==> src/rtl/alu_nbit_seq_if.sv <==
// Operand/result bus for alu_nbit_seq.
// The master side drives operands and the opcode and accepts results; the
// slave side (the ALU) reports readiness and returns Result/Zero/Overflow.
interface alu_nbit_seq_if #(
    parameter int W = 8
);
    logic         in_valid;
    logic         in_ready;
    logic [W-1:0] A;
    logic [W-1:0] B;
    logic [2:0]   Operation;
    logic         out_valid;
    logic         out_ready;
    logic [W-1:0] Result;
    logic         Zero;
    logic         Overflow;

    modport master (
        output in_valid,
        output A,
        output B,
        output Operation,
        output out_ready,
        input  in_ready,
        input  out_valid,
        input  Result,
        input  Zero,
        input  Overflow
    );

    modport slave (
        input  in_valid,
        input  A,
        input  B,
        input  Operation,
        input  out_ready,
        output in_ready,
        output out_valid,
        output Result,
        output Zero,
        output Overflow
    );
endinterface

==> src/rtl/alu_nbit_seq.sv <==
// alu_nbit_seq: W-bit ALU (AND/OR/ADD/SUB/SLT/SLL/SRL) with registered
// Result/Zero/Overflow behind valid/ready handshakes on input and output.
// Define ALU_MUL_EN to add an iterative shift-add unsigned multiply on
// opcode 011 (one partial product per cycle, W+1 cycle latency). Without it,
// opcode 011 finishes in one cycle with Result=0, Zero=1, Overflow=0.
module alu_nbit_seq #(
    parameter int W = 8
) (
    input  logic          clk,
    input  logic          reset,
    alu_nbit_seq_if.slave bus
);
    localparam int SHW = $clog2(W);

    localparam logic [2:0] OP_AND = 3'b000;
    localparam logic [2:0] OP_OR  = 3'b001;
    localparam logic [2:0] OP_ADD = 3'b010;
    localparam logic [2:0] OP_SUB = 3'b110;
    localparam logic [2:0] OP_SLT = 3'b111;
    localparam logic [2:0] OP_SLL = 3'b100;
    localparam logic [2:0] OP_SRL = 3'b101;

`ifdef ALU_MUL_EN
    localparam logic [2:0] OP_MUL = 3'b011;
    localparam int         CW     = SHW + 1;

    typedef enum logic [1:0] {
        IDLE = 2'd0,
        BUSY = 2'd1,
        DONE = 2'd2
    } state_t;
`else
    typedef enum logic {
        IDLE = 1'b0,
        DONE = 1'b1
    } state_t;
`endif

    state_t state;
    state_t state_next;
    state_t accept_target;

    logic         in_ready_c;
    logic         accept;
    logic [W-1:0] result_q;
    logic         zero_q;
    logic         ovf_q;

    logic [W-1:0] alu_result;
    logic         alu_ovf;
    logic [W-1:0] add_sum;
    logic [W-1:0] sub_diff;
    logic         add_ovf;
    logic         sub_ovf;
    logic         slt_less;
    logic [SHW-1:0] shamt;

    // A new operation can enter when idle, or when the held result leaves this cycle.
    assign in_ready_c = (state == IDLE) | ((state == DONE) & bus.out_ready);
    assign accept     = bus.in_valid & in_ready_c;

    assign bus.in_ready  = in_ready_c;
    assign bus.out_valid = (state == DONE);
    assign bus.Result    = result_q;
    assign bus.Zero      = zero_q;
    assign bus.Overflow  = ovf_q;

    assign add_sum  = bus.A + bus.B;
    assign sub_diff = bus.A - bus.B;
    assign add_ovf  = (bus.A[W-1] == bus.B[W-1]) & (add_sum[W-1] != bus.A[W-1]);
    assign sub_ovf  = (bus.A[W-1] != bus.B[W-1]) & (sub_diff[W-1] != bus.A[W-1]);
    assign slt_less = sub_diff[W-1] ^ sub_ovf;
    assign shamt    = bus.B[SHW-1:0];

`ifdef ALU_MUL_EN
    logic [W-1:0]   mcand;
    logic [2*W-1:0] acc;
    logic [2*W-1:0] acc_next;
    logic [W:0]     partial_sum;
    logic [CW-1:0]  cnt;
    logic           last_step;
    logic           is_mul_op;

    assign is_mul_op     = (bus.Operation == OP_MUL);
    assign accept_target = is_mul_op ? BUSY : DONE;
    assign last_step     = (cnt == CW'(W - 1));
    assign partial_sum   = {1'b0, acc[2*W-1:W]} + (acc[0] ? {1'b0, mcand} : {(W+1){1'b0}});
    assign acc_next      = {partial_sum, acc[W-1:1]};

    // Multiplier: capture operands at accept, then one shift-add step per BUSY cycle.
    always_ff @(posedge clk) begin
        if (reset) begin
            cnt   <= '0;
            acc   <= '0;
            mcand <= '0;
        end else if (accept && is_mul_op) begin
            cnt   <= '0;
            acc   <= {{W{1'b0}}, bus.B};
            mcand <= bus.A;
        end else if (state == BUSY) begin
            cnt   <= cnt + CW'(1);
            acc   <= acc_next;
        end
    end
`else
    assign accept_target = DONE;
`endif

    // Single-cycle ALU result and overflow from the live operands at accept.
    always_comb begin
        alu_result = '0;
        alu_ovf    = 1'b0;
        case (bus.Operation)
            OP_AND: alu_result = bus.A & bus.B;
            OP_OR:  alu_result = bus.A | bus.B;
            OP_ADD: begin
                alu_result = add_sum;
                alu_ovf    = add_ovf;
            end
            OP_SUB: begin
                alu_result = sub_diff;
                alu_ovf    = sub_ovf;
            end
            OP_SLT: begin
                alu_result = {{(W-1){1'b0}}, slt_less};
                alu_ovf    = sub_ovf;
            end
            OP_SLL: alu_result = bus.A << shamt;
            OP_SRL: alu_result = bus.A >> shamt;
            default: begin
                alu_result = '0;
                alu_ovf    = 1'b0;
            end
        endcase
    end

    // State register.
    always_ff @(posedge clk) begin
        if (reset) begin
            state <= IDLE;
        end else begin
            state <= state_next;
        end
    end

    // Next-state logic: accepts go straight to DONE or through BUSY for MUL.
    always_comb begin
        state_next = state;
        case (state)
            IDLE: begin
                if (accept) begin
                    state_next = accept_target;
                end
            end
`ifdef ALU_MUL_EN
            BUSY: begin
                if (last_step) begin
                    state_next = DONE;
                end
            end
`endif
            DONE: begin
                if (bus.out_ready) begin
                    state_next = accept ? accept_target : IDLE;
                end
            end
            default: state_next = IDLE;
        endcase
    end

    // Output registers: loaded at accept for single-cycle ops, at the last MUL step otherwise.
    always_ff @(posedge clk) begin
        if (reset) begin
            result_q <= '0;
            zero_q   <= 1'b1;
            ovf_q    <= 1'b0;
`ifdef ALU_MUL_EN
        end else if ((state == BUSY) && last_step) begin
            result_q <= acc_next[W-1:0];
            zero_q   <= (acc_next[W-1:0] == '0);
            ovf_q    <= |acc_next[2*W-1:W];
        end else if (accept && !is_mul_op) begin
`else
        end else if (accept) begin
`endif
            result_q <= alu_result;
            zero_q   <= (alu_result == '0);
            ovf_q    <= alu_ovf;
        end
    end
endmodule

==> src/flat_wrapper.sv <==
// flat-port wrapper written by rule: the top's interface ports become plain ports
module alu_nbit_seq_flat 
#(
    parameter int W = 8
)
  (clk, reset, bus_in_valid, bus_A, bus_B, bus_Operation, bus_out_ready, bus_in_ready, bus_out_valid, bus_Result, bus_Zero, bus_Overflow);
  alu_nbit_seq_if #(.W(W)) bus_i ();
  input  logic clk;
  input  logic reset;
  input wire logic [$bits(bus_i.in_valid)-1:0] bus_in_valid;
  input wire logic [$bits(bus_i.A)-1:0] bus_A;
  input wire logic [$bits(bus_i.B)-1:0] bus_B;
  input wire logic [$bits(bus_i.Operation)-1:0] bus_Operation;
  input wire logic [$bits(bus_i.out_ready)-1:0] bus_out_ready;
  output wire logic [$bits(bus_i.in_ready)-1:0] bus_in_ready;
  output wire logic [$bits(bus_i.out_valid)-1:0] bus_out_valid;
  output wire logic [$bits(bus_i.Result)-1:0] bus_Result;
  output wire logic [$bits(bus_i.Zero)-1:0] bus_Zero;
  output wire logic [$bits(bus_i.Overflow)-1:0] bus_Overflow;
  assign bus_i.in_valid = bus_in_valid;
  assign bus_i.A = bus_A;
  assign bus_i.B = bus_B;
  assign bus_i.Operation = bus_Operation;
  assign bus_i.out_ready = bus_out_ready;
  assign bus_in_ready = bus_i.in_ready;
  assign bus_out_valid = bus_i.out_valid;
  assign bus_Result = bus_i.Result;
  assign bus_Zero = bus_i.Zero;
  assign bus_Overflow = bus_i.Overflow;
  alu_nbit_seq #(.W(W)) u_core (.clk(clk), .reset(reset), .bus(bus_i));
endmodule
==> config.mk <==
export PLATFORM = sky130hd
export DESIGN_NAME = alu_nbit_seq_flat
export DESIGN_NICKNAME = d
export VERILOG_FILES = /design/src/rtl/alu_nbit_seq_if.sv /design/src/rtl/alu_nbit_seq.sv /design/src/flat_wrapper.sv
export SDC_FILE = /design/constraint.sdc
export NUM_CORES = 1
export LEC_CHECK = 0
export CAP_MARGIN = 20
export CORE_MARGIN = 5
export CORE_UTILIZATION = 50
export DETAILED_ROUTE_END_ITERATION = 10
export PLACE_DENSITY = 0.75
export SYNTH_ARGS = -nofsm -noshare
export SYNTH_HDL_FRONTEND = slang
export SYNTH_SLANG_ARGS = --single-unit
==> constraint.sdc <==
create_clock -name clk -period 5.5 [get_ports clk]
set_input_delay 1.1 -clock clk [delete_from_list [all_inputs] [get_ports clk]]
set_output_delay 1.1 -clock clk [all_outputs]
set_load 0.02 [all_outputs]
### Word level (Yosys, flattened, before mapping)

Cells that the tools add are included.

* bitwise operators: 9
* multiply operators: 0
* div/mod/pow operators: 0
* shift-type cells: 2
* order comparisons: 0
* muxes and demuxes: 5
* equality and inequality tests: 10
* reductions and logical operators: 3
* $add $sub $neg: 2

Operator list (number)
* $pmux 8 s7: 1
* $eq 3x3->1 const B: 4
* $add 8x8->8: 1
* $and 8x8->8: 1
* $logic_not 8->1: 1
* $or 8x8->8: 1
* $shl 8x3->8: 1
* $shr 8x3->8: 1
* $sub 8x8->8: 1
* $and 1x1->1: 4
* $pmux 1 s2: 2
* $eq 3x1->1 const B: 1
* $eq 3x2->1 const B: 1
* $logic_not 3->1: 1
* $ne 1x1->1: 3
* $mux 1: 2
* $reduce_or 2->1: 1
* $eq 1x1->1: 1
* $not 1->1: 1
* $or 1x1->1: 1
* $xor 1x1->1: 1

* latch bits: 0
* bits in writable memories: 0
* memories: 0
* input port bits: 23
* output and inout port bits: 12
* ROM bits: 0
* flip-flop bits (word level): 11

### Longest topological paths before layout

* depth after elaboration: 6
* depth in mapped cells: 17
* gate-level depth less buffers: 15

### Worst setup path after synthesis

No wires, ideal clock.

* path kind: in2reg
* start point: input port bus_B[1]
* end point: register u_core.zero_q (netlist: u_core.bus.Zero)
* data required time: 5413 ps
* slack: 1130 ps
* path buffers: 2
* setup time: 87 ps
* arrival time: 4283 ps
* stages on the path: 17
* cell sequence: buf_2 > buf_2 > inv_1 > ha_1 > or2_2 > a211oi_1 > o21ai_0 > a21oi_1 > o21ai_0 > nor2b_1 > fa_1 > and3_1 > o21ai_0 > nand4_1 > nor4_2 > nand4_1 > o31ai_1

* cells in the longest elaborated chain, start to end: 6

RTL lines
* from (decl): RTL line flat_wrapper.sv:12 `input wire logic [$bits(bus_i.B)-1:0] bus_B;`
* $sub 8x8->8: RTL line alu_nbit_seq.sv:69 `assign sub_diff = bus.A - bus.B;`
* $ne 1x1->1: RTL line alu_nbit_seq.sv:71 `assign sub_ovf = (bus.A[W-1] != bus.B[W-1]) & (sub_diff[W-1] != bus.A[W-1]);`
* $and 1x1->1: RTL line alu_nbit_seq.sv:71
* $xor 1x1->1: RTL line alu_nbit_seq.sv:72 `assign slt_less = sub_diff[W-1] ^ sub_ovf;`
* $pmux 8 s7 *: RTL line alu_nbit_seq.sv:113 `case (bus.Operation)`
* $logic_not 8->1 *: RTL line alu_nbit_seq.sv:187 `zero_q <= (alu_result == '0);`
* to (signal assigned): RTL line alu_nbit_seq.sv:187
* to (decl): RTL line alu_nbit_seq.sv:46 `logic zero_q;`

Every way passes the cells marked *; elsewhere a longest branch is shown, timed or not.
A chain may end at the register's enable or synchronous reset.

### Worst setup path after layout

* start point: input port bus_A[2]
* end point: register u_core.zero_q (netlist: u_core.bus.Zero)

* cells in the longest elaborated chain, start to end: 6

RTL lines
* from (decl): RTL line flat_wrapper.sv:11 `input wire logic [$bits(bus_i.A)-1:0] bus_A;`
* $sub 8x8->8: RTL line alu_nbit_seq.sv:69
* $ne 1x1->1: RTL line alu_nbit_seq.sv:71
* $and 1x1->1: RTL line alu_nbit_seq.sv:71
* $xor 1x1->1: RTL line alu_nbit_seq.sv:72
* $pmux 8 s7 *: RTL line alu_nbit_seq.sv:113
* $logic_not 8->1 *: RTL line alu_nbit_seq.sv:187

Marks and branches as above.

==> results_dict.tcl <==
set metrics [dict create \
    synth_top_family_by_area "compound AO/OA/AOI/OAI gates" \
    dr.pass1.iters 4 \
    die-area_mm2 0.00543 \
    hold_ws_ns 0.451 \
    worst_ep_arrival_time_ns 4.82 \
    place_ws_ns 0.636 \
    place_area_mm2 0.00239 \
    fmax_mhz 214 \
    crit_path_start_kind "primary input" \
    post-cts-setup-buffers 0 \
    cts_made_buffers 3 \
    die_w_um 73.7 \
    drt-initial-drc-count 159 \
    yosys-top-cells-area "ha_1, dfxtp_1, mux4_2, nor2_1, inv_1" \
    critPathKind "in -> reg" \
    synthMuxAreaShare_pct 15.2 \
    rsz0062_at_grt "false" \
    cts.repair.resized 0 \
    layout-drive-gt1-share_pct 7.91 \
    synth_xor_area_share_pct 1.29 \
    drv_slew 0 \
    dr_total_vias 2019 \
    worstSkewPairLatency_ns 0.23 \
    avgSynthCellArea_um2 8.05 \
    cts_tree "done" \
    fin_setup_tns_ns 0 \
    antenna_cells 0 \
    finClkSkew_ns 0.000275 \
    tightest_slew_ns 0.840 \
    synthAdderAreaFrac_pct 18.4 \
    rows 23 \
    io_buffers 34 \
    synth.cell_area_mm2 0.00203 \
    top_layer "met4" \
    cap_violations 0 \
    netlist_instances 252 \
    worstPathMaxFanout 10 \
    synth_fp_nets 303 \
    synth-edff-count 0 \
    ys_seq_area_share_pct 10.9 \
    cp.required_ns 5.65 \
    synth_warnings 0 \
    clk_pin_slew_ns 0.05 \
    clockBufferDepth 2 \
    antenna_left 0 \
    ys.flop_type "dfxtp_1" \
    period_share_pct 84.8 \
    clockRootBuffer "clkbuf_8" \
    outcome "completed" \
    yosysTopAreaCell "ha_1" \
    timing.slew.headroom_pct 43.8 \
    worst_slack_ns 0.834 \
    dr_wl_met2_um 2590 \
    hold_violations 0 \
    die_h_um 73.7 \
    drc 0 \
    finalInstanceArea_mm2 0.00243 \
    grt_max_degree 23 \
    synth-compound-area-share_pct 23.6 \
    finalSetupViolCount 0 \
    dp_hpwl_um 4380 \
    nets 330 \
    wirelength_um 5550 \
    htreeDepth 1 \
    wl_met1_um 2460 \
    total_power_w 0.000361 \
    fillers 364 \
    ys_types 59 \
    min_period_ns 4.67 \
    hold_class "reg -> reg" \
    cts.sinks 11 \
    syn2layout_area_growth_pct 20.0 \
    grt_pass1_vias 1818 \
    grt_pass1_wl_um 8920 \
    ioPinCount 35 \
    wire_per_inst_um 16.9 \
    vias_per_cell 6.16 \
    start_util_pct 51.1 \
    grt_usage_pct 20.9 \
    ys_seq_elements 11 \
    core_mm2 0.00397 \
    synth_simple_gate_area_share_pct 22.1 \
    place.gp.congestion 0.991 \
    p_per_area_mw_per_mm2 148 \
    p_leak_nw 1.04 \
    met3_length_um 432 \
    end_kind "flop" \
    vdd_drop_max_uv 48.4 \
    async_flop_share_pct 0 \
    synth_top_cell_area_share_pct 15.4 \
    postCtsHoldBufs 0 \
    antenna_found_initial 0 \
    overflow 0 \
]
==> critical path: stages <==
cell,delay [ns]
clkdlybuf4s50_1,0.68
inv_1,0.09
ha_1,0.41
nor2b_1,0.19
a211oi_1,0.37
o21ai_0,0.13
a21oi_1,0.15
o21ai_0,0.08
nor2b_1,0.14
fa_1,0.34
and3_1,0.15
o21ai_0,0.17
nand4_1,0.18
nor4_2,0.30
nand4_1,0.11
o31ai_1,0.23
==> state kept, by name (all words and copies together), names as in the netlist <==
register,cells
u_core.bus.Overflow,1
u_core.bus.out_valid,1
u_core.bus.Zero,1
u_core.bus.Result,8
==> cell families after synthesis <==
group / Yosys count
DFF: 11
adders and majority gates: 28
and+or+nand+nor: 82
buffers and inverters: 43
xor gates and xnor gates: 3
AOI/OAI and AO/OA: 67
muxes: 18
==> stage by stage <==
step / std cells / util (%)
floorplan: 252 / -
global placement: 324 / 60.2
detailed placement: 324 / 60.2
CTS: 328 / 61.3
global route: 328 / 61.3
finish: 328 / 61.3
==> where the power goes <==
part	switching, W	leakage [nW]	total, W	internal, W
logic	0.000105	0.923	0.000192	0.0000874
clock network	0.0000286	0.0228	0.0000793	0.0000507
registers	0.00000314	0.0912	0.0000898	0.0000867
total	0.000136	1.04	0.000361	0.000225
==> cell usage after synthesis (4+ instances only) <==
master,n
o211ai_1,6
nor2_1,28
dfxtp_1,11
inv_1,26
a21oi_1,16
o21ai_0,7
buf_2,4
a211oi_1,7
nand3_1,6
nand2b_1,4
clkbuf_1,11
mux4_2,9
nand2_1,12
mux2i_1,8
nor2b_1,5
ha_1,25
==> worst paths after layout <==
path	cells past startpoint	endpoint	slack [ns]	startpoint
max	16	u_core.bus.Zero$_SDFFE_PP1P_	0.83	bus_A[2]
min	2	u_core.bus.Overflow$_SDFFE_PP0P_	0.45	u_core.bus.Overflow$_SDFFE_PP0P_
max reg2reg	6	u_core.bus.Zero$_SDFFE_PP1P_	3.77	u_core.bus.out_valid$_SDFF_PP0_
min reg2reg	2	u_core.bus.Overflow$_SDFFE_PP0P_	0.45	u_core.bus.Overflow$_SDFFE_PP0P_
==> layout by cell type (no fill, tap or decap), types with 3 or more instances in the layout <==
master            n
ha_1             25
nand2_1          12
buf_4             4
xnor2_1           3
and3_1            3
nand2b_1          4
clkbuf_8          3
o211ai_1          6
mux4_2            9
dfxtp_1          11
clkdlybuf4s50_1  34
mux2i_1           8
nand3_1           6
fa_1              3
nor2_1           28
a21oi_1          16
a211oi_1          7
o21ai_0           7
nor2b_1           5
inv_1            26
nand4_1           3
a2111oi_0         3
==> cell type report <==
type | count | area, µm² | area share, %
multi-input combinational | 198 | 1640 | 67.2
timing repair buffer | 38 | 370 | 15.2
sequential | 11 | 220 | 9.04
inverter | 27 | 101 | 4.16
tap | 50 | 62.6 | 2.57
clock buffer | 4 | 45.0 | 1.85
==> layer usage <==
metal,vias to the layer above,track usage [%]
met5,-,0
met4,0,4.43
met3,8,2.19
met2,96,34.4
met1,935,29.4
li1,980,-
(Power assumes the default switching activity.)
